`config.mk`:
```
export PLATFORM = sky130hd
export DESIGN_NAME = blackparrot_fpga_host_io_out_flat
export DESIGN_NICKNAME = d
export VERILOG_FILES = /design/src/rtl/blackparrot_fpga_host_pkg.sv /design/src/rtl/blackparrot_fpga_host_io_out_if.sv /design/src/rtl/bsg_parallel_in_serial_out.sv /design/src/rtl/blackparrot_fpga_host_io_out.sv /design/src/flat_wrapper.sv
export SDC_FILE = /design/constraint.sdc
export NUM_CORES = 1
export LEC_CHECK = 0
export BUFFER_PORTS_ARGS = -buffer_cell sky130_fd_sc_hd__buf_4
export CELL_PAD_IN_SITES_DETAIL_PLACEMENT = 1
export CELL_PAD_IN_SITES_GLOBAL_PLACEMENT = 1
export CORE_AREA = 2 2 234 293
export CTS_CLUSTER_DIAMETER = 40
export DETAILED_ROUTE_END_ITERATION = 6
export DIE_AREA = 0 0 236 295
export PLACE_DENSITY = 0.64
export SLEW_MARGIN = 20
export SYNTH_ARGS = -nofsm -noshare
export SYNTH_HDL_FRONTEND = slang
export SYNTH_HIERARCHICAL = 1
export SYNTH_SLANG_ARGS = --single-unit
```
`constraint.sdc`:
```
create_clock -name s_axi_aclk -period 2.3 [get_ports s_axi_aclk]
set_clock_uncertainty 0.1 [all_clocks]
set_input_delay 0.575 -clock s_axi_aclk [delete_from_list [all_inputs] [get_ports s_axi_aclk]]
set_output_delay 0.575 -clock s_axi_aclk [all_outputs]
set_load 0.01 [all_outputs]
```
`src/rtl/blackparrot_fpga_host_pkg.sv`:
```
// NBF packet format and AXI/FIFO widths shared by the FPGA host I/O blocks.
package blackparrot_fpga_host_pkg;

    localparam int unsigned S_AXI_ADDR_WIDTH   = 64;
    localparam int unsigned S_AXI_DATA_WIDTH   = 64;
    localparam int unsigned S_AXI_ID_WIDTH     = 4;
    localparam int unsigned fifo_data_width_p  = 32;
    localparam int unsigned nbf_opcode_width_p = 8;
    localparam int unsigned nbf_addr_width_p   = 64;
    localparam int unsigned nbf_data_width_p   = 64;

    localparam int unsigned nbf_width_lp =
        nbf_opcode_width_p + nbf_addr_width_p + nbf_data_width_p;
    localparam int unsigned nbf_flits_lp =
        (nbf_width_lp + fifo_data_width_p - 1) / fifo_data_width_p;
    localparam int unsigned nbf_padded_width_lp = nbf_flits_lp * fifo_data_width_p;

    localparam logic [nbf_opcode_width_p-1:0] nbf_op_write_1b = 8'h00;
    localparam logic [nbf_opcode_width_p-1:0] nbf_op_write_2b = 8'h01;
    localparam logic [nbf_opcode_width_p-1:0] nbf_op_write_4b = 8'h02;
    localparam logic [nbf_opcode_width_p-1:0] nbf_op_write_8b = 8'h03;
    localparam logic [nbf_opcode_width_p-1:0] nbf_op_read_8b  = 8'h13;
    localparam logic [nbf_opcode_width_p-1:0] nbf_op_fence    = 8'hFE;
    localparam logic [nbf_opcode_width_p-1:0] nbf_op_finish   = 8'hFF;

    localparam logic [1:0] axi_resp_okay   = 2'b00;
    localparam logic [1:0] axi_resp_slverr = 2'b10;

    typedef struct packed {
        logic [nbf_opcode_width_p-1:0] opcode;
        logic [nbf_addr_width_p-1:0]   addr;
        logic [nbf_data_width_p-1:0]   data;
    } bp_nbf_s;

    typedef enum logic [1:0] {e_idle, e_drain, e_send, e_bresp} wr_state_e;
    typedef enum logic {e_ridle, e_rresp} rd_state_e;

    // Byte-lane mask keeping only the bytes covered by an AXI size of 1/2/4/8 B
    function automatic logic [nbf_data_width_p-1:0] nbf_size_mask(input logic [1:0] size);
        unique case (size)
            2'd0:    nbf_size_mask = 64'h0000_0000_0000_00FF;
            2'd1:    nbf_size_mask = 64'h0000_0000_0000_FFFF;
            2'd2:    nbf_size_mask = 64'h0000_0000_FFFF_FFFF;
            default: nbf_size_mask = 64'hFFFF_FFFF_FFFF_FFFF;
        endcase
    endfunction

endpackage

```
`src/rtl/blackparrot_fpga_host_io_out_if.sv`:
```
// AXI4 bus bundle between BlackParrot (master) and the host I/O-out subordinate.
interface blackparrot_fpga_host_io_out_if;
    import blackparrot_fpga_host_pkg::*;

    logic [S_AXI_ID_WIDTH-1:0]   awid;
    logic [S_AXI_ADDR_WIDTH-1:0] awaddr;
    logic [7:0]                  awlen;
    logic [2:0]                  awsize;
    logic [1:0]                  awburst;
    logic                        awlock;
    logic [3:0]                  awcache;
    logic [2:0]                  awprot;
    logic [3:0]                  awqos;
    logic [3:0]                  awregion;
    logic                        awvalid;
    logic                        awready;

    logic [S_AXI_DATA_WIDTH-1:0]   wdata;
    logic [S_AXI_DATA_WIDTH/8-1:0] wstrb;
    logic                          wlast;
    logic                          wvalid;
    logic                          wready;

    logic [S_AXI_ID_WIDTH-1:0] bid;
    logic [1:0]                bresp;
    logic                      bvalid;
    logic                      bready;

    logic [S_AXI_ID_WIDTH-1:0]   arid;
    logic [S_AXI_ADDR_WIDTH-1:0] araddr;
    logic [7:0]                  arlen;
    logic [2:0]                  arsize;
    logic [1:0]                  arburst;
    logic                        arlock;
    logic [3:0]                  arcache;
    logic [2:0]                  arprot;
    logic [3:0]                  arqos;
    logic [3:0]                  arregion;
    logic                        arvalid;
    logic                        arready;

    logic [S_AXI_ID_WIDTH-1:0]   rid;
    logic [S_AXI_DATA_WIDTH-1:0] rdata;
    logic [1:0]                  rresp;
    logic                        rlast;
    logic                        rvalid;
    logic                        rready;

    modport master (
        output awid, awaddr, awlen, awsize, awburst, awlock, awcache, awprot, awqos, awregion, awvalid,
        input  awready,
        output wdata, wstrb, wlast, wvalid,
        input  wready,
        input  bid, bresp, bvalid,
        output bready,
        output arid, araddr, arlen, arsize, arburst, arlock, arcache, arprot, arqos, arregion, arvalid,
        input  arready,
        input  rid, rdata, rresp, rlast, rvalid,
        output rready
    );

    modport slave (
        input  awid, awaddr, awlen, awsize, awburst, awlock, awcache, awprot, awqos, awregion, awvalid,
        output awready,
        input  wdata, wstrb, wlast, wvalid,
        output wready,
        output bid, bresp, bvalid,
        input  bready,
        input  arid, araddr, arlen, arsize, arburst, arlock, arcache, arprot, arqos, arregion, arvalid,
        output arready,
        output rid, rdata, rresp, rlast, rvalid,
        input  rready
    );

endinterface

```
`src/rtl/bsg_parallel_in_serial_out.sv`:
```
// Loads a wide word when empty and emits it as els_p flits, lowest flit first.
module bsg_parallel_in_serial_out #(
    parameter int unsigned width_p = 32,
    parameter int unsigned els_p   = 5
) (
    input  logic                       clk,
    input  logic                       rst_n,
    input  logic                       valid_i,
    input  logic [width_p*els_p-1:0]   data_i,
    output logic                       ready_and_o,
    output logic                       valid_o,
    output logic [width_p-1:0]         data_o,
    output logic                       last_o,
    input  logic                       yumi_i
);
    localparam int unsigned cnt_w_lp = (els_p > 1) ? $clog2(els_p) : 1;

    logic [width_p*els_p-1:0] shift_r;
    logic [cnt_w_lp-1:0]      cnt_r;
    logic                     valid_r;

    always_ff @(posedge clk or negedge rst_n) begin
        if (!rst_n) begin
            shift_r <= '0;
            cnt_r   <= '0;
            valid_r <= 1'b0;
        end else if (valid_i && !valid_r) begin
            shift_r <= data_i;
            cnt_r   <= '0;
            valid_r <= 1'b1;
        end else if (yumi_i && valid_r) begin
            shift_r <= shift_r >> width_p;
            cnt_r   <= cnt_r + cnt_w_lp'(1);
            if (last_o) valid_r <= 1'b0;
        end
    end

    assign ready_and_o = ~valid_r;
    assign valid_o     = valid_r;
    assign data_o      = shift_r[width_p-1:0];
    assign last_o      = (cnt_r == cnt_w_lp'(els_p - 1));

endmodule

```
`src/rtl/blackparrot_fpga_host_io_out.sv`:
```
// AXI4 subordinate turning BP single-beat writes into NBF flits for the host; reads get SLVERR.
module blackparrot_fpga_host_io_out
    import blackparrot_fpga_host_pkg::*;
(
    input  logic                          s_axi_aclk,
    input  logic                          s_axi_aresetn,
    blackparrot_fpga_host_io_out_if.slave s_axi,
    output logic                          io_v_o,
    output logic [fifo_data_width_p-1:0]  io_data_o,
    input  logic                          io_ready_and_i
);
    wr_state_e state_r, state_n;
    rd_state_e rstate_r, rstate_n;

    logic                        rst_done_r;
    logic                        aw_got_r, w_got_r, err_r, wlast_r;
    logic [S_AXI_ADDR_WIDTH-1:0] addr_r;
    logic [S_AXI_ID_WIDTH-1:0]   id_r, rid_r;
    logic [7:0]                  len_r, rlen_r, rcnt_r;
    logic [2:0]                  size_r;
    logic [S_AXI_DATA_WIDTH-1:0] wdata_r;

    logic aw_hs, w_hs, ar_hs, r_hs, aw_have, w_have;
    logic piso_ready, piso_last, piso_load;
    logic [S_AXI_ADDR_WIDTH-1:0]  addr_c;
    logic [S_AXI_DATA_WIDTH-1:0]  wdata_c;
    logic [7:0]                   len_c;
    logic [2:0]                   size_c;
    logic                         wlast_c;
    bp_nbf_s                      pkt_c;
    logic [nbf_padded_width_lp-1:0] pkt_padded_c;

    assign aw_hs = s_axi.awvalid & s_axi.awready;
    assign w_hs  = s_axi.wvalid & s_axi.wready;
    assign ar_hs = s_axi.arvalid & s_axi.arready;
    assign r_hs  = s_axi.rvalid & s_axi.rready;

    // Bypass the capture registers so a same-cycle handshake can start the packet immediately
    assign aw_have = aw_got_r | aw_hs;
    assign w_have  = w_got_r | w_hs;
    assign addr_c  = aw_got_r ? addr_r  : s_axi.awaddr;
    assign len_c   = aw_got_r ? len_r   : s_axi.awlen;
    assign size_c  = aw_got_r ? size_r  : s_axi.awsize;
    assign wdata_c = w_got_r  ? wdata_r : s_axi.wdata;
    assign wlast_c = w_got_r  ? wlast_r : s_axi.wlast;

    always_comb begin
        pkt_c        = '0;
        pkt_c.opcode = {6'b0, size_c[1:0]};
        pkt_c.addr   = addr_c;
        pkt_c.data   = (wdata_c >> {addr_c[2:0], 3'b000}) & nbf_size_mask(size_c[1:0]);
        pkt_padded_c = nbf_padded_width_lp'(pkt_c);
    end

    // Write FSM: state register
    always_ff @(posedge s_axi_aclk or negedge s_axi_aresetn) begin
        if (!s_axi_aresetn) state_r <= e_idle;
        else                state_r <= state_n;
    end

    // Write FSM: next state
    always_comb begin
        state_n = state_r;
        unique case (state_r)
            e_idle: if (aw_have && w_have) begin
                if ((len_c != 8'd0) || !wlast_c) state_n = wlast_c ? e_bresp : e_drain;
                else if (size_c > 3'd3)          state_n = e_bresp;
                else if (piso_ready)             state_n = e_send;
            end
            e_drain: if (w_hs && s_axi.wlast)                    state_n = e_bresp;
            e_send:  if (io_v_o && io_ready_and_i && piso_last)  state_n = e_bresp;
            e_bresp: if (s_axi.bready)                           state_n = e_idle;
            default:                                             state_n = e_idle;
        endcase
    end

    // Write FSM: outputs
    always_comb begin
        s_axi.awready = 1'b0;
        s_axi.wready  = 1'b0;
        s_axi.bvalid  = 1'b0;
        s_axi.bid     = '0;
        s_axi.bresp   = axi_resp_okay;
        piso_load     = 1'b0;
        unique case (state_r)
            e_idle: begin
                s_axi.awready = rst_done_r & ~aw_got_r;
                s_axi.wready  = rst_done_r & ~w_got_r;
                piso_load     = (state_n == e_send);
            end
            e_drain: s_axi.wready = 1'b1;
            e_bresp: begin
                s_axi.bvalid = 1'b1;
                s_axi.bid    = id_r;
                s_axi.bresp  = err_r ? axi_resp_slverr : axi_resp_okay;
            end
            default: ;
        endcase
    end

    // AW/W capture while idle; error flag latched when leaving idle
    always_ff @(posedge s_axi_aclk or negedge s_axi_aresetn) begin
        if (!s_axi_aresetn) begin
            rst_done_r <= 1'b0;
            aw_got_r   <= 1'b0;
            w_got_r    <= 1'b0;
            err_r      <= 1'b0;
            wlast_r    <= 1'b0;
            addr_r     <= '0;
            id_r       <= '0;
            len_r      <= '0;
            size_r     <= '0;
            wdata_r    <= '0;
        end else begin
            rst_done_r <= 1'b1;
            if (state_r == e_idle) begin
                if (aw_hs) begin
                    aw_got_r <= 1'b1;
                    addr_r   <= s_axi.awaddr;
                    id_r     <= s_axi.awid;
                    len_r    <= s_axi.awlen;
                    size_r   <= s_axi.awsize;
                end
                if (w_hs) begin
                    w_got_r <= 1'b1;
                    wdata_r <= s_axi.wdata;
                    wlast_r <= s_axi.wlast;
                end
                if (state_n != e_idle) begin
                    aw_got_r <= 1'b0;
                    w_got_r  <= 1'b0;
                    err_r    <= (state_n != e_send);
                end
            end
        end
    end

    bsg_parallel_in_serial_out #(
        .width_p (fifo_data_width_p),
        .els_p   (nbf_flits_lp)
    ) piso (
        .clk         (s_axi_aclk),
        .rst_n       (s_axi_aresetn),
        .valid_i     (piso_load),
        .data_i      (pkt_padded_c),
        .ready_and_o (piso_ready),
        .valid_o     (io_v_o),
        .data_o      (io_data_o),
        .last_o      (piso_last),
        .yumi_i      (io_v_o & io_ready_and_i)
    );

    // Read FSM: state register and beat bookkeeping
    always_ff @(posedge s_axi_aclk or negedge s_axi_aresetn) begin
        if (!s_axi_aresetn) begin
            rstate_r <= e_ridle;
            rid_r    <= '0;
            rlen_r   <= '0;
            rcnt_r   <= '0;
        end else begin
            rstate_r <= rstate_n;
            if (ar_hs) begin
                rid_r  <= s_axi.arid;
                rlen_r <= s_axi.arlen;
                rcnt_r <= '0;
            end else if (r_hs) begin
                rcnt_r <= rcnt_r + 8'd1;
            end
        end
    end

    // Read FSM: next state
    always_comb begin
        rstate_n = rstate_r;
        unique case (rstate_r)
            e_ridle: if (ar_hs)                     rstate_n = e_rresp;
            e_rresp: if (r_hs && (rcnt_r == rlen_r)) rstate_n = e_ridle;
            default:                                rstate_n = e_ridle;
        endcase
    end

    // Read FSM: outputs; every read beat is an error with zero data
    always_comb begin
        s_axi.arready = 1'b0;
        s_axi.rvalid  = 1'b0;
        s_axi.rlast   = 1'b0;
        s_axi.rid     = '0;
        s_axi.rresp   = axi_resp_okay;
        s_axi.rdata   = '0;
        unique case (rstate_r)
            e_ridle: s_axi.arready = rst_done_r;
            e_rresp: begin
                s_axi.rvalid = 1'b1;
                s_axi.rlast  = (rcnt_r == rlen_r);
                s_axi.rid    = rid_r;
                s_axi.rresp  = axi_resp_slverr;
            end
            default: ;
        endcase
    end

    logic unused_axi_fields;
    assign unused_axi_fields = ^{s_axi.awburst, s_axi.awlock, s_axi.awcache, s_axi.awprot,
                                 s_axi.awqos, s_axi.awregion, s_axi.wstrb, s_axi.araddr,
                                 s_axi.arsize, s_axi.arburst, s_axi.arlock, s_axi.arcache,
                                 s_axi.arprot, s_axi.arqos, s_axi.arregion};

endmodule
```
`src/flat_wrapper.sv`:
```
// flat-port wrapper written by rule: the top's interface ports become plain ports
module blackparrot_fpga_host_io_out_flat import blackparrot_fpga_host_pkg::*;
  (s_axi_aclk, s_axi_aresetn, io_v_o, io_data_o, io_ready_and_i, s_axi_awid, s_axi_awaddr, s_axi_awlen, s_axi_awsize, s_axi_awburst, s_axi_awlock, s_axi_awcache, s_axi_awprot, s_axi_awqos, s_axi_awregion, s_axi_awvalid, s_axi_awready, s_axi_wdata, s_axi_wstrb, s_axi_wlast, s_axi_wvalid, s_axi_wready, s_axi_bid, s_axi_bresp, s_axi_bvalid, s_axi_bready, s_axi_arid, s_axi_araddr, s_axi_arlen, s_axi_arsize, s_axi_arburst, s_axi_arlock, s_axi_arcache, s_axi_arprot, s_axi_arqos, s_axi_arregion, s_axi_arvalid, s_axi_arready, s_axi_rid, s_axi_rdata, s_axi_rresp, s_axi_rlast, s_axi_rvalid, s_axi_rready);
  blackparrot_fpga_host_io_out_if s_axi_i ();
  input  logic s_axi_aclk;
  input  logic s_axi_aresetn;
  output logic io_v_o;
  output logic [fifo_data_width_p-1:0] io_data_o;
  input  logic io_ready_and_i;
  input wire logic [$bits(s_axi_i.awid)-1:0] s_axi_awid;
  input wire logic [$bits(s_axi_i.awaddr)-1:0] s_axi_awaddr;
  input wire logic [$bits(s_axi_i.awlen)-1:0] s_axi_awlen;
  input wire logic [$bits(s_axi_i.awsize)-1:0] s_axi_awsize;
  input wire logic [$bits(s_axi_i.awburst)-1:0] s_axi_awburst;
  input wire logic [$bits(s_axi_i.awlock)-1:0] s_axi_awlock;
  input wire logic [$bits(s_axi_i.awcache)-1:0] s_axi_awcache;
  input wire logic [$bits(s_axi_i.awprot)-1:0] s_axi_awprot;
  input wire logic [$bits(s_axi_i.awqos)-1:0] s_axi_awqos;
  input wire logic [$bits(s_axi_i.awregion)-1:0] s_axi_awregion;
  input wire logic [$bits(s_axi_i.awvalid)-1:0] s_axi_awvalid;
  output wire logic [$bits(s_axi_i.awready)-1:0] s_axi_awready;
  input wire logic [$bits(s_axi_i.wdata)-1:0] s_axi_wdata;
  input wire logic [$bits(s_axi_i.wstrb)-1:0] s_axi_wstrb;
  input wire logic [$bits(s_axi_i.wlast)-1:0] s_axi_wlast;
  input wire logic [$bits(s_axi_i.wvalid)-1:0] s_axi_wvalid;
  output wire logic [$bits(s_axi_i.wready)-1:0] s_axi_wready;
  output wire logic [$bits(s_axi_i.bid)-1:0] s_axi_bid;
  output wire logic [$bits(s_axi_i.bresp)-1:0] s_axi_bresp;
  output wire logic [$bits(s_axi_i.bvalid)-1:0] s_axi_bvalid;
  input wire logic [$bits(s_axi_i.bready)-1:0] s_axi_bready;
  input wire logic [$bits(s_axi_i.arid)-1:0] s_axi_arid;
  input wire logic [$bits(s_axi_i.araddr)-1:0] s_axi_araddr;
  input wire logic [$bits(s_axi_i.arlen)-1:0] s_axi_arlen;
  input wire logic [$bits(s_axi_i.arsize)-1:0] s_axi_arsize;
  input wire logic [$bits(s_axi_i.arburst)-1:0] s_axi_arburst;
  input wire logic [$bits(s_axi_i.arlock)-1:0] s_axi_arlock;
  input wire logic [$bits(s_axi_i.arcache)-1:0] s_axi_arcache;
  input wire logic [$bits(s_axi_i.arprot)-1:0] s_axi_arprot;
  input wire logic [$bits(s_axi_i.arqos)-1:0] s_axi_arqos;
  input wire logic [$bits(s_axi_i.arregion)-1:0] s_axi_arregion;
  input wire logic [$bits(s_axi_i.arvalid)-1:0] s_axi_arvalid;
  output wire logic [$bits(s_axi_i.arready)-1:0] s_axi_arready;
  output wire logic [$bits(s_axi_i.rid)-1:0] s_axi_rid;
  output wire logic [$bits(s_axi_i.rdata)-1:0] s_axi_rdata;
  output wire logic [$bits(s_axi_i.rresp)-1:0] s_axi_rresp;
  output wire logic [$bits(s_axi_i.rlast)-1:0] s_axi_rlast;
  output wire logic [$bits(s_axi_i.rvalid)-1:0] s_axi_rvalid;
  input wire logic [$bits(s_axi_i.rready)-1:0] s_axi_rready;
  assign s_axi_i.awid = s_axi_awid;
  assign s_axi_i.awaddr = s_axi_awaddr;
  assign s_axi_i.awlen = s_axi_awlen;
  assign s_axi_i.awsize = s_axi_awsize;
  assign s_axi_i.awburst = s_axi_awburst;
  assign s_axi_i.awlock = s_axi_awlock;
  assign s_axi_i.awcache = s_axi_awcache;
  assign s_axi_i.awprot = s_axi_awprot;
  assign s_axi_i.awqos = s_axi_awqos;
  assign s_axi_i.awregion = s_axi_awregion;
  assign s_axi_i.awvalid = s_axi_awvalid;
  assign s_axi_awready = s_axi_i.awready;
  assign s_axi_i.wdata = s_axi_wdata;
  assign s_axi_i.wstrb = s_axi_wstrb;
  assign s_axi_i.wlast = s_axi_wlast;
  assign s_axi_i.wvalid = s_axi_wvalid;
  assign s_axi_wready = s_axi_i.wready;
  assign s_axi_bid = s_axi_i.bid;
  assign s_axi_bresp = s_axi_i.bresp;
  assign s_axi_bvalid = s_axi_i.bvalid;
  assign s_axi_i.bready = s_axi_bready;
  assign s_axi_i.arid = s_axi_arid;
  assign s_axi_i.araddr = s_axi_araddr;
  assign s_axi_i.arlen = s_axi_arlen;
  assign s_axi_i.arsize = s_axi_arsize;
  assign s_axi_i.arburst = s_axi_arburst;
  assign s_axi_i.arlock = s_axi_arlock;
  assign s_axi_i.arcache = s_axi_arcache;
  assign s_axi_i.arprot = s_axi_arprot;
  assign s_axi_i.arqos = s_axi_arqos;
  assign s_axi_i.arregion = s_axi_arregion;
  assign s_axi_i.arvalid = s_axi_arvalid;
  assign s_axi_arready = s_axi_i.arready;
  assign s_axi_rid = s_axi_i.rid;
  assign s_axi_rdata = s_axi_i.rdata;
  assign s_axi_rresp = s_axi_i.rresp;
  assign s_axi_rlast = s_axi_i.rlast;
  assign s_axi_rvalid = s_axi_i.rvalid;
  assign s_axi_i.rready = s_axi_rready;
  blackparrot_fpga_host_io_out u_core (.s_axi_aclk(s_axi_aclk), .s_axi_aresetn(s_axi_aresetn), .s_axi(s_axi_i), .io_v_o(io_v_o), .io_data_o(io_data_o), .io_ready_and_i(io_ready_and_i));
endmodule
```
==> results of run 1 <==
cells in the mapped netlist (3+ instances only):
master,count
a21oi_1,17
nor2b_1,10
mux2i_1,534
buf_6,21
buf_2,66
nand2b_1,4
a31oi_1,3
nand3_1,6
a222oi_1,8
mux2_2,188
mux2_1,29
and3_1,10
nor2_1,48
clkbuf_1,13
a21o_1,5
xor2_1,14
nand4_1,6
mux4_2,24
ha_1,3
nor3_1,8
inv_1,9
o22ai_1,58
nand2_1,40
and2_1,11
dfrtp_1,335
nor4_1,5
buf_1,3
buf_4,111
worst max-delay path by stage:
stage               depth (start not counted)                         start                              endpoint
global placement                            9                s_axi_awlen[0]  u_core/piso/shift_r[142]$_DFFE_PN0P_
CTS                                         4  u_core/rcnt_r[5]$_DFFE_PN0P_                           s_axi_rlast
floorplan                                  12    u_core/w_got_r$_DFFE_PN0P_   u_core/piso/shift_r[66]$_DFFE_PN0P_
detailed placement                          9                s_axi_awlen[0]   u_core/piso/shift_r[79]$_DFFE_PN0P_
finish                                      8   u_core/aw_got_r$_DFFE_PN0P_   u_core/piso/shift_r[16]$_DFFE_PN0P_
global route                                9   u_core/aw_got_r$_DFFE_PN0P_   u_core/piso/shift_r[23]$_DFFE_PN0P_
cell type report:
| cell class | count | area, µm² |
|---|---|---|
| diodes | 1 | 2.502 |
| clock buffers | 64 | 1514 |
| clock inverters | 44 | 621.8 |
| fillers | 7061 | 40330 |
| inverters | 10 | 52.55 |
| multi-input cells | 1154 | 10840 |
| flip-flops and latches | 335 | 8396 |
| well taps | 864 | 1081 |
| repair buffers | 423 | 3864 |
| repair inverters | 1 | 11.26 |
critical path: stages, from the launching register on:
cell	delay, ns
dfrtp_4	0.56
mux2i_4	0.22
buf_12	0.15
inv_8	0.09
mux4_2	0.36
a222oi_1	0.49
nor2_1	0.15
mux2i_1	0.17
mux2i_1	0.09
layer usage:
layer	vias to the layer above	global-route usage	part of all wire
li1	6485	-	-
met1	7115	0.2078	0.41
met2	257	0.3082	0.51
met3	112	0.03212	0.041
met4	4	0.06494	0.037
met5	-	0	0.00049
what timing repair did:
item | in CTS | in global routing
hold endpoints to repair | 36 | 0
gates cloned | 8 | 0
pin swaps | 15 | 20
hold buffers | 1 | 0
buffers inserted | 19 | 15
resized for setup | 120 | 33
setup endpoints to repair | 165 | 171
power groups by stage:
stage / Clock [mW] / Sequential [mW] / Combinational, mW
after global placement: 0 / 8.83 / 10.2
after CTS: 9.72 / 8.94 / 11.4
after floorplan: 0 / 8.52 / 6.41
after detailed placement: 0 / 9.01 / 10.5
final: 9.46 / 8.96 / 11.6
after global routing: 9.95 / 9.22 / 12.4
per-stage QoR:
step	total power, mW	hold WS [ns]	setup WS (ns)	cells
after floorplan	14.93	0.1794	0.0008031	1713
after global placement	19.06	0.3608	-0.4012	2750
after detailed placement	19.49	0.3705	-0.5125	2750
after CTS	30.12	0.04196	-0.2608	2885
after global routing	31.55	0.05538	-0.2937	2896
final	30.05	0.08124	-0.2373	2896
sequential cells by signal (all words and copies together), names as in the netlist:
register / flops
u_core/piso/shift_r: 160
u_core/addr_r: 64
u_core/wdata_r: 64
u_core/len_r: 8
u_core/rcnt_r: 8
u_core/rlen_r: 8
u_core/id_r: 4
u_core/rid_r: 4
u_core/piso/cnt_r: 3
u_core/size_r: 3
u_core/state_r: 2
u_core/aw_got_r: 1
u_core/err_r: 1
u_core/piso/valid_o: 1
u_core/rst_done_r: 1
u_core/rstate_r: 1
u_core/w_got_r: 1
u_core/wlast_r: 1
kinds of logic after synthesis:
group | synth area share
multiplexers | 0.4202
AND/OR/NAND/NOR | 0.03783
buffers and inverters | 0.07534
other | 0.0003778
AO/OA/AOI/OAI | 0.03607
XOR/XNOR | 0.006609
adder cells (fa/ha/maj) | 0.001889
flip-flops | 0.4217
==> impl_metrics.ini, run 1 <==
[outcome]
status = finished, violations left
violations = setup timing

[worst_setup_path]
worstPathArrival_ns = 2.89
reg2reg_depth = 8
path_max_fanout = 7
end_kind = register
crit_type = reg -> reg
crit_path_start_kind = register
r2r-start = u_core/aw_got_r$_DFFE_PN0P_
cp_data_required_time_ns = 2.65
r2r_end = u_core/piso/shift_r[16]$_DFFE_PN0P_
reg2reg_slack_ns = -0.24

[route]
drtIter0Drc = 547
ant_nets = 0
viasPerCell = 4.825
routed_wl_mm = 61.07
firstDrtPassIters = 4
vias = 13970
drcViolationCount = 0
routedWlPerCell_um = 21.09

[final_layout]
drive_gt1_frac = 0.4057
fin_util = 0.3954
layout_common_cells = 508 x mux2i_1, 359 x buf_4, 331 x dfrtp_1
postLayoutCellArea_um2 = 26380
syn_to_final_growth_pct = 32.70
nNetsFinal = 2260
layout_commonest_cell = mux2i_1

[sta]
setup_violations = 164
tns_ns = -19.03
final.setup.worst_slack_ns = -0.2373
rsz0062_at_grt = true
hold_viol_final = 0
max_slew_margin = 0.4307
period_minus_slack_ns = 2.537
min_period_over_period = 1.103
slew_violations = 0
fmaxAchievable_mhz = 394.1
worst_pin_slew_ns = 0.8539

[synthesis]
netlist_area_um2 = 19880
yosysTopAreaCellShare = 0.4217
ys_warn_count = 6
yosys_most_used_dff = dfrtp_1
yosysTopAreaCell = dfrtp_1
syn_inst = 1618
synthArstFlopShare = 1.000
ys_types = 51
seq_area_frac_synth = 0.4217
synth_area_leaders = dfrtp_1 42%, mux2i_1 27%, mux2_2 11%
syn_avg_cell_area_um2 = 12.29
ys_ff_latch = 335
synth_edf_count = 0

[min_path]
hold_path_startpoint = s_axi_arlen[3]
worstHoldEndpoint = u_core/rlen_r[3]$_DFFE_PN0P_
hold_path.class = in -> reg
min_path_cells = 2

[global_route]
grt_pass1_vias = 15400
grt_max_degree = 111
grt_use_total = 0.1732
antenna_found_initial = 3
grt-ovfl-total = 0
grt_first_pass_wirelength_mm = 93.76

[floorplanning]
start_util = 0.2980
io_pins = 390
die_width_um = 236
fp.dieH_um = 295
coreArea_um2 = 66710
dieArea_um2 = 69620
rows = 106

[power]
swShare = 0.3347
seqPwrFrac = 0.298
switchingPower_mw = 10.06
leakage_nw = 10.66
p_clk_frac = 0.315
peakVddDrop_v = 0.0006001
comb_power_share = 0.387
internal_power_mw = 19.99
p_per_area_nw_per_um2 = 1139

[cts]
clockBufferDepth = 3
cts.sinks = 335
cts_tree = built
cts.clk_slew.worst_paths_ns = 0.06
cts_buffers = 57
htree_levels = 2
clk_latency_ns = 0.61
cts_root_buffer = clkbuf_16

[job]
maxCapViolations = 0

[placement]
dp_hpwl_mm = 44.11
place_congestion = 0.8655
io_buffers = 212
dpl_cell_area_um2 = 23140
No activity file was read; power rests on OpenSTA's default activity.
==> inputs of run 2 (changes only) <==
REMOVE_ABC_BUFFERS = 1   (was unset)
==> run 2 against run 1 <==
Net effect: the flow still finishes with violations (setup timing); die area stayed put; fmax is 1.8% lower; global-route usage is 1.6 points higher; wire length is 11% higher; non-clock buffer count is 32 higher; core utilization is 2.6 points higher; via count is 5.4% higher; critical path depth is 2 higher; worst setup slack worse by 0.046 ns; critical path type unchanged.
==> impl_metrics.ini, run 2 (synthesized netlist as in run 1, its figures left out) <==
[power]
swShare = 0.3246
seqPwrFrac = 0.276
comb_power_share = 0.369
internal_power_mw = 22.04
switchingPower_mw = 10.59
leakage_nw = 11.39
p_per_area_nw_per_um2 = 1161
peakVddDrop_v = 0.0006362
p_clk_frac = 0.355

[job]
maxCapViolations = 0

[global_route]
antenna_found_initial = 8
use_met1 = 0.2266
grt_max_degree = 90
grt.busiest_layer = met2
grt-ovfl-total = 0
grtUsageMet2 = 0.3356
grt_pass1_vias = 16440
globalRouteMet3Util = 0.03800
grt_use_total = 0.1891
grt_first_pass_wirelength_mm = 100.1

[final_layout]
finalNonFillerCells = 2965
drive_gt1_frac = 0.4318
fillers = 6957
reg_top3 = u_core/piso/shift_r x160, u_core/addr_r x64, u_core/wdata_r x64
regArea_um2 = 8397
largest_register = u_core/piso/shift_r
nNetsFinal = 2311
layout_commonest_cell = mux2i_1
largest_reg_flops = 160
syn_to_final_growth_pct = 41.36
multiInputGateArea_um2 = 11050
layout_common_cells = 500 x mux2i_1, 332 x buf_4, 330 x dfrtp_1
postLayoutCellArea_um2 = 28100

[route]
drcViolationCount = 0
viasPerCell = 4.966
drtIter0Drc = 546
routed_wl_mm = 67.84
routedWlPerCell_um = 22.88
ant_nets = 0
vias = 14720
firstDrtPassIters = 5

[worst_setup_path]
crit_start = u_core/aw_got_r$_DFFE_PN0P_
worstPathArrival_ns = 2.93
crit_path_start_kind = register
crit_type = reg -> reg
critPathSlowestCell = dfrtp_4
critical_path.endpoint = u_core/piso/shift_r[5]$_DFFE_PN0P_
r2r-start = u_core/aw_got_r$_DFFE_PN0P_
end_kind = register
critical-path-max-stage-delay_ns = 0.55
path_max_fanout = 6
worst-path-stages = 10
critPathBufInv = 4
cp_data_required_time_ns = 2.65
r2r_end = u_core/piso/shift_r[5]$_DFFE_PN0P_
reg2reg_depth = 10
reg2reg_slack_ns = -0.28
cp_cell_sequence = buf_8 -> buf_12 -> mux2_4 -> buf_12 -> mux2i_1 -> mux2i_1 -> buf_4 -> a21oi_2 -> mux2i_2 -> mux2i_1
cpMostUsedCell = mux2i_1
cp_top_family = multiplexers

[outcome]
violations = setup timing
status = finished, violations left

[sta]
tns_ns = -16.56
min_period_over_period = 1.123
worst_pin_slew_ns = 0.6053
period_minus_slack_ns = 2.583
setup_violations = 151
hold_viol_final = 0
fmaxAchievable_mhz = 387.1
final.setup.worst_slack_ns = -0.2831
max_slew_margin = 0.5964
slew_violations = 0
rsz0062_at_grt = true

[cts]
clk_latency_ns = 0.61
htree_levels = 3
clockBufferDepth = 3
cts_buffers = 77
cts_root_buffer = clkbuf_16
cts_tree = built
cts.sinks = 335
cts.clk_slew.worst_paths_ns = 0.05

[floorplanning]
fp.dieH_um = 295
coreArea_um2 = 66710
rows = 106
dieArea_um2 = 69620
die_width_um = 236
start_util = 0.2980
io_pins = 390

[placement]
io_buffers = 212
dpl_cell_area_um2 = 23150
place_inst = 2736
dp_hpwl_mm = 44.05
place_congestion = 0.8043

[min_path]
hold_path.class = in -> reg
run 2: cell types whose count changed in the layout (fill, tap and decap cells not counted), sizes merged:
cell	previous run	this run
clkinvlp	12	8
buf	421	445
clkbuf	64	104
clkinv	13	20
bufbuf	1	3
diode	1	5
inv	18	14
run 2: power by group through the flow:
stage          clock network (mW)  logic, mW  registers, mW
2_1_floorplan                   0       5.92           8.98
3_3_place_gp                    0       9.54           8.78
3_5_place_dp                    0       9.83           8.97
4_1_cts                      11.8       10.9           8.93
5_1_grt                      12.1       12.8           9.27
6_report                     11.6       12.0           9.02
run 2: stage by stage:
| stage | total power [mW] | worst slack [ns] | hold WS, ns | util |
|---|---|---|---|---|
| 2_1_floorplan | 14.90 | -12.80 | 0.1794 | - |
| 3_3_place_gp | 18.32 | -0.5644 | 0.3612 | 0.3471 |
| 3_5_place_dp | 18.80 | -0.5764 | 0.3684 | 0.3471 |
| 4_1_cts | 31.70 | -0.2843 | 0.05256 | 0.4146 |
| 5_1_grt | 34.20 | -0.3936 | 0.07227 | 0.4212 |
| 6_report | 32.63 | -0.2831 | 0.08717 | 0.4212 |
run 2: worst min path at each step:
stage / startpoint / endpoint / slack [ns] / depth (start not counted)
floorplan: s_axi_aresetn / u_core/addr_r[0]$_DFFE_PN0P_ / 0.18 / 0
global placement: u_core/addr_r[63]$_DFFE_PN0P_ / u_core/addr_r[63]$_DFFE_PN0P_ / 0.36 / 1
detailed placement: u_core/addr_r[55]$_DFFE_PN0P_ / u_core/addr_r[55]$_DFFE_PN0P_ / 0.37 / 1
CTS: s_axi_arlen[4] / u_core/rlen_r[4]$_DFFE_PN0P_ / 0.05 / 2
global route: s_axi_arlen[4] / u_core/rlen_r[4]$_DFFE_PN0P_ / 0.07 / 2
finish: s_axi_arlen[4] / u_core/rlen_r[4]$_DFFE_PN0P_ / 0.09 / 2
run 2: worst register-to-register path, cell delays in order, from the launching register on:
cell     delay, ns
dfrtp_4       0.55
buf_8         0.17
buf_12        0.13
mux2_4        0.39
buf_12        0.18
mux2i_1       0.15
mux2i_1       0.26
buf_4         0.19
a21oi_2       0.06
mux2i_2       0.15
mux2i_1       0.10
run 2: cell type report:
cell class,count,share of cell area
antenna,5,0.0004453
clock buffer,98,0.07574
clock inverter,44,0.02137
inverter,10,0.001603
multi-input combinational,1154,0.3934
sequential,335,0.2988
tap,864,0.03847
timing repair buffer,455,0.1701
run 2: routing by layer:
layer	part of all wire	wire [µm]
met1	0.42	28260
met4	0.025	1680
met5	0.00057	39
met3	0.047	3216
met2	0.51	34640
run 2: timing repair:
item	4_1_cts	5_1_grt
resized for setup	137	118
hold buffers	1	0
setup buffers	50	26
endpoints found under the hold margin	26	0
pin swaps	23	36
gates cloned	26	6
setup endpoints to repair	217	219
==> inputs of run 3 (changes only) <==
CTS_CLUSTER_SIZE = 40   (was unset)
GPL_TIMING_DRIVEN = 0   (was unset)
==> run 3 against run 2 <==
Net effect: count of clock-buffer cells in the layout down 9; largest cell class unchanged; sequential power up 0.6%; worst setup slack worse by 0.0084 ns; wire length up 7.2%; core utilization up 0.11 points; the run still ends with setup timing left; via count about the same; largest power group unchanged; sequential share of layout area down 0.064 points.
==> impl_metrics.ini, run 3 (synthesized netlist as in run 1, its figures left out) <==
[power]
comb_power_share = 0.383
leakage_nw = 11.26
p_clk_frac = 0.340
p_total_mw = 32.74
internal_power_mw = 21.54
swShare = 0.3423
seqPwrFrac = 0.277
peakVddDrop_v = 0.0005780
p_per_area_nw_per_um2 = 1162
switchingPower_mw = 11.21

[global_route]
grt_use_total = 0.2012
grt_pass1_vias = 15980
grt-ovfl-total = 0
grt_first_pass_wirelength_mm = 104.6
grt_max_degree = 90
antenna_found_initial = 4

[worst_setup_path]
end_kind = register
worstPathArrival_ns = 3.00
r2r_end = u_core/piso/shift_r[53]$_DFFE_PN0P_
cp_data_required_time_ns = 2.71
critPathSlowestCell = dfrtp_4
cp_cell_sequence = buf_16 -> buf_4 -> buf_8 -> or3b_4 -> a21o_4 -> or2_4 -> buf_6 -> nor2b_4 -> mux2i_1 -> mux2i_1
r2r-start = u_core/aw_got_r$_DFFE_PN0P_
critPathBufInv = 4
worst-path-stages = 10
reg2reg_slack_ns = -0.29
crit_type = reg -> reg
path_max_fanout = 8
cp_top_family = simple AND/OR/NAND/NOR gates
cpMostUsedCell = mux2i_1
reg2reg_depth = 10
crit_path_start_kind = register
critical-path-max-stage-delay_ns = 0.55

[cts]
cts.sinks = 335
cts_tree = built
cts_buffers = 73
cts.clk_slew.worst_paths_ns = 0.05
htree_levels = 3
clockBufferDepth = 3
cts_root_buffer = clkbuf_16
clk_latency_ns = 0.60

[final_layout]
postLayoutCellArea_um2 = 28170
nNetsFinal = 2264
largest_reg_flops = 160
layout_common_cells = 478 x mux2i_1, 327 x dfrtp_1, 275 x buf_4
largest_register = u_core/piso/shift_r
layout_commonest_cell = mux2i_1
fillers = 6878
syn_to_final_growth_pct = 41.73
drive_gt1_frac = 0.4357
reg_top3 = u_core/piso/shift_r x160, u_core/addr_r x64, u_core/wdata_r x64

[floorplanning]
die_width_um = 236
dieArea_um2 = 69620
start_util = 0.2980
coreArea_um2 = 66710
fp.dieH_um = 295
io_pins = 390
rows = 106

[sta]
whs_ns = 0.1000
max_slew_margin = 0.3649
slew_violations = 0
hold_viol_final = 0
worst_pin_slew_ns = 0.9527
rsz0062_at_grt = true
min_period_over_period = 1.127
setup_violations = 164
final.setup.worst_slack_ns = -0.2915
period_minus_slack_ns = 2.591
fmaxAchievable_mhz = 385.9

[job]
maxCapViolations = 0

[placement]
place_congestion = 0.7431
dpl_cell_area_um2 = 22370
io_buffers = 212
dp_hpwl_mm = 42.15

[route]
vias = 14730
ant_nets = 0
firstDrtPassIters = 6
drtIter0Drc = 547
viasPerCell = 5.060
routedWlPerCell_um = 24.98
routed_wl_mm = 72.69
drcViolationCount = 0

[min_path]
worstHoldEndpoint = u_core/rid_r[0]$_DFFE_PN0P_
hold_path_startpoint = s_axi_arid[0]
hold_path.class = in -> reg
min_path_cells = 2

[outcome]
status = finished, violations left
violations = setup timing
## run 3: changes by cell type in the layout (fill, tap and decap cells not counted), sizes merged
cell	change
nor2	+1
clkinv	-2
bufinv	-1
bufbuf	+4
diode	-4
buf	-53
mux2	+3
clkinvlp	-1
clkbuf	-11
inv	+9
## run 3: repair_timing
| action | 4_1_cts | 5_1_grt |
|---|---|---|
| endpoints found under the setup margin | 297 | 211 |
| endpoints found under the hold margin | 35 | 0 |
| setup buffers | 95 | 44 |
| gates resized for setup | 226 | 98 |
| hold buffers | 1 | 0 |
| pin swaps | 32 | 39 |
| cloned | 28 | 8 |
## run 3: layout make-up
type	instances	area, µm²	share of cell area
Multi-Input combinational cell	1158	11350	0.4028
Sequential cell	335	8401	0.2982
Timing Repair Buffer	404	4624	0.1642
Clock buffer	89	1978	0.07022
Tap cell	864	1081	0.03837
Clock inverter	45	605.6	0.02150
Timing Repair inverter	4	73.82	0.002620
Inverter	10	57.56	0.002043
Antenna cell	1	2.502	0.00008883
## run 3: power groups by stage
| stage | clock network, mW | logic [mW] | registers (mW) |
|---|---|---|---|
| floorplan | 0 | 5.92 | 8.98 |
| finish | 11.1 | 12.6 | 9.07 |
| global route | 11.7 | 13.3 | 9.31 |
| CTS | 11.4 | 11.7 | 9.00 |
| detailed placement | 0 | 8.84 | 9.14 |
| global placement | 0 | 7.76 | 9.23 |
## run 3: metrics by stage
stage | setup slack (ns) | cells | util | TNS, ns
after detailed placement | -1.476 | 2615 | 0.3353 | -187.33
after floorplan | -12.80 | 1499 | - | -2530.93
final | -0.2915 | 2910 | 0.4223 | -31.23
after CTS | -0.2858 | 2871 | 0.4118 | -21.11
after global routing | -0.4131 | 2909 | 0.4223 | -44.84
after global placement | -19.02 | 2575 | 0.3215 | -5068.40
## run 3: worst max-delay path by stage
stage,end,slack (ns),from
after floorplan,u_core/piso/cnt_r[1]$_DFFE_PN0P_,-12.80,u_core/piso/valid_o$_DFFE_PN0P_
after global placement,u_core/piso/cnt_r[1]$_DFFE_PN0P_,-19.02,u_core/piso/valid_o$_DFFE_PN0P_
after detailed placement,u_core/piso/shift_r[57]$_DFFE_PN0P_,-1.48,u_core/aw_got_r$_DFFE_PN0P_
after CTS,s_axi_rlast,-0.29,u_core/rcnt_r[1]$_DFFE_PN0P_
after global routing,u_core/piso/shift_r[22]$_DFFE_PN0P_,-0.41,u_core/aw_got_r$_DFFE_PN0P_
final,u_core/piso/shift_r[53]$_DFFE_PN0P_,-0.29,u_core/aw_got_r$_DFFE_PN0P_
## run 3: metal layers
metal	wire (µm)	up-vias	global-route usage
li1	-	6551	-
met1	30610	7660	0.2479
met2	36550	407	0.3471
met3	3694	100	0.04080
met4	1793	8	0.07566
met5	50	-	0
## run 3: worst reg2reg max path, delay by kind of cell (launching register included)
family	cells	cell delay [ns]
AND/OR/NAND/NOR	3	0.83
flip-flops	1	0.55
buffers and inverters	4	0.59
multiplexers	2	0.20
AO/OA/AOI/OAI	1	0.23
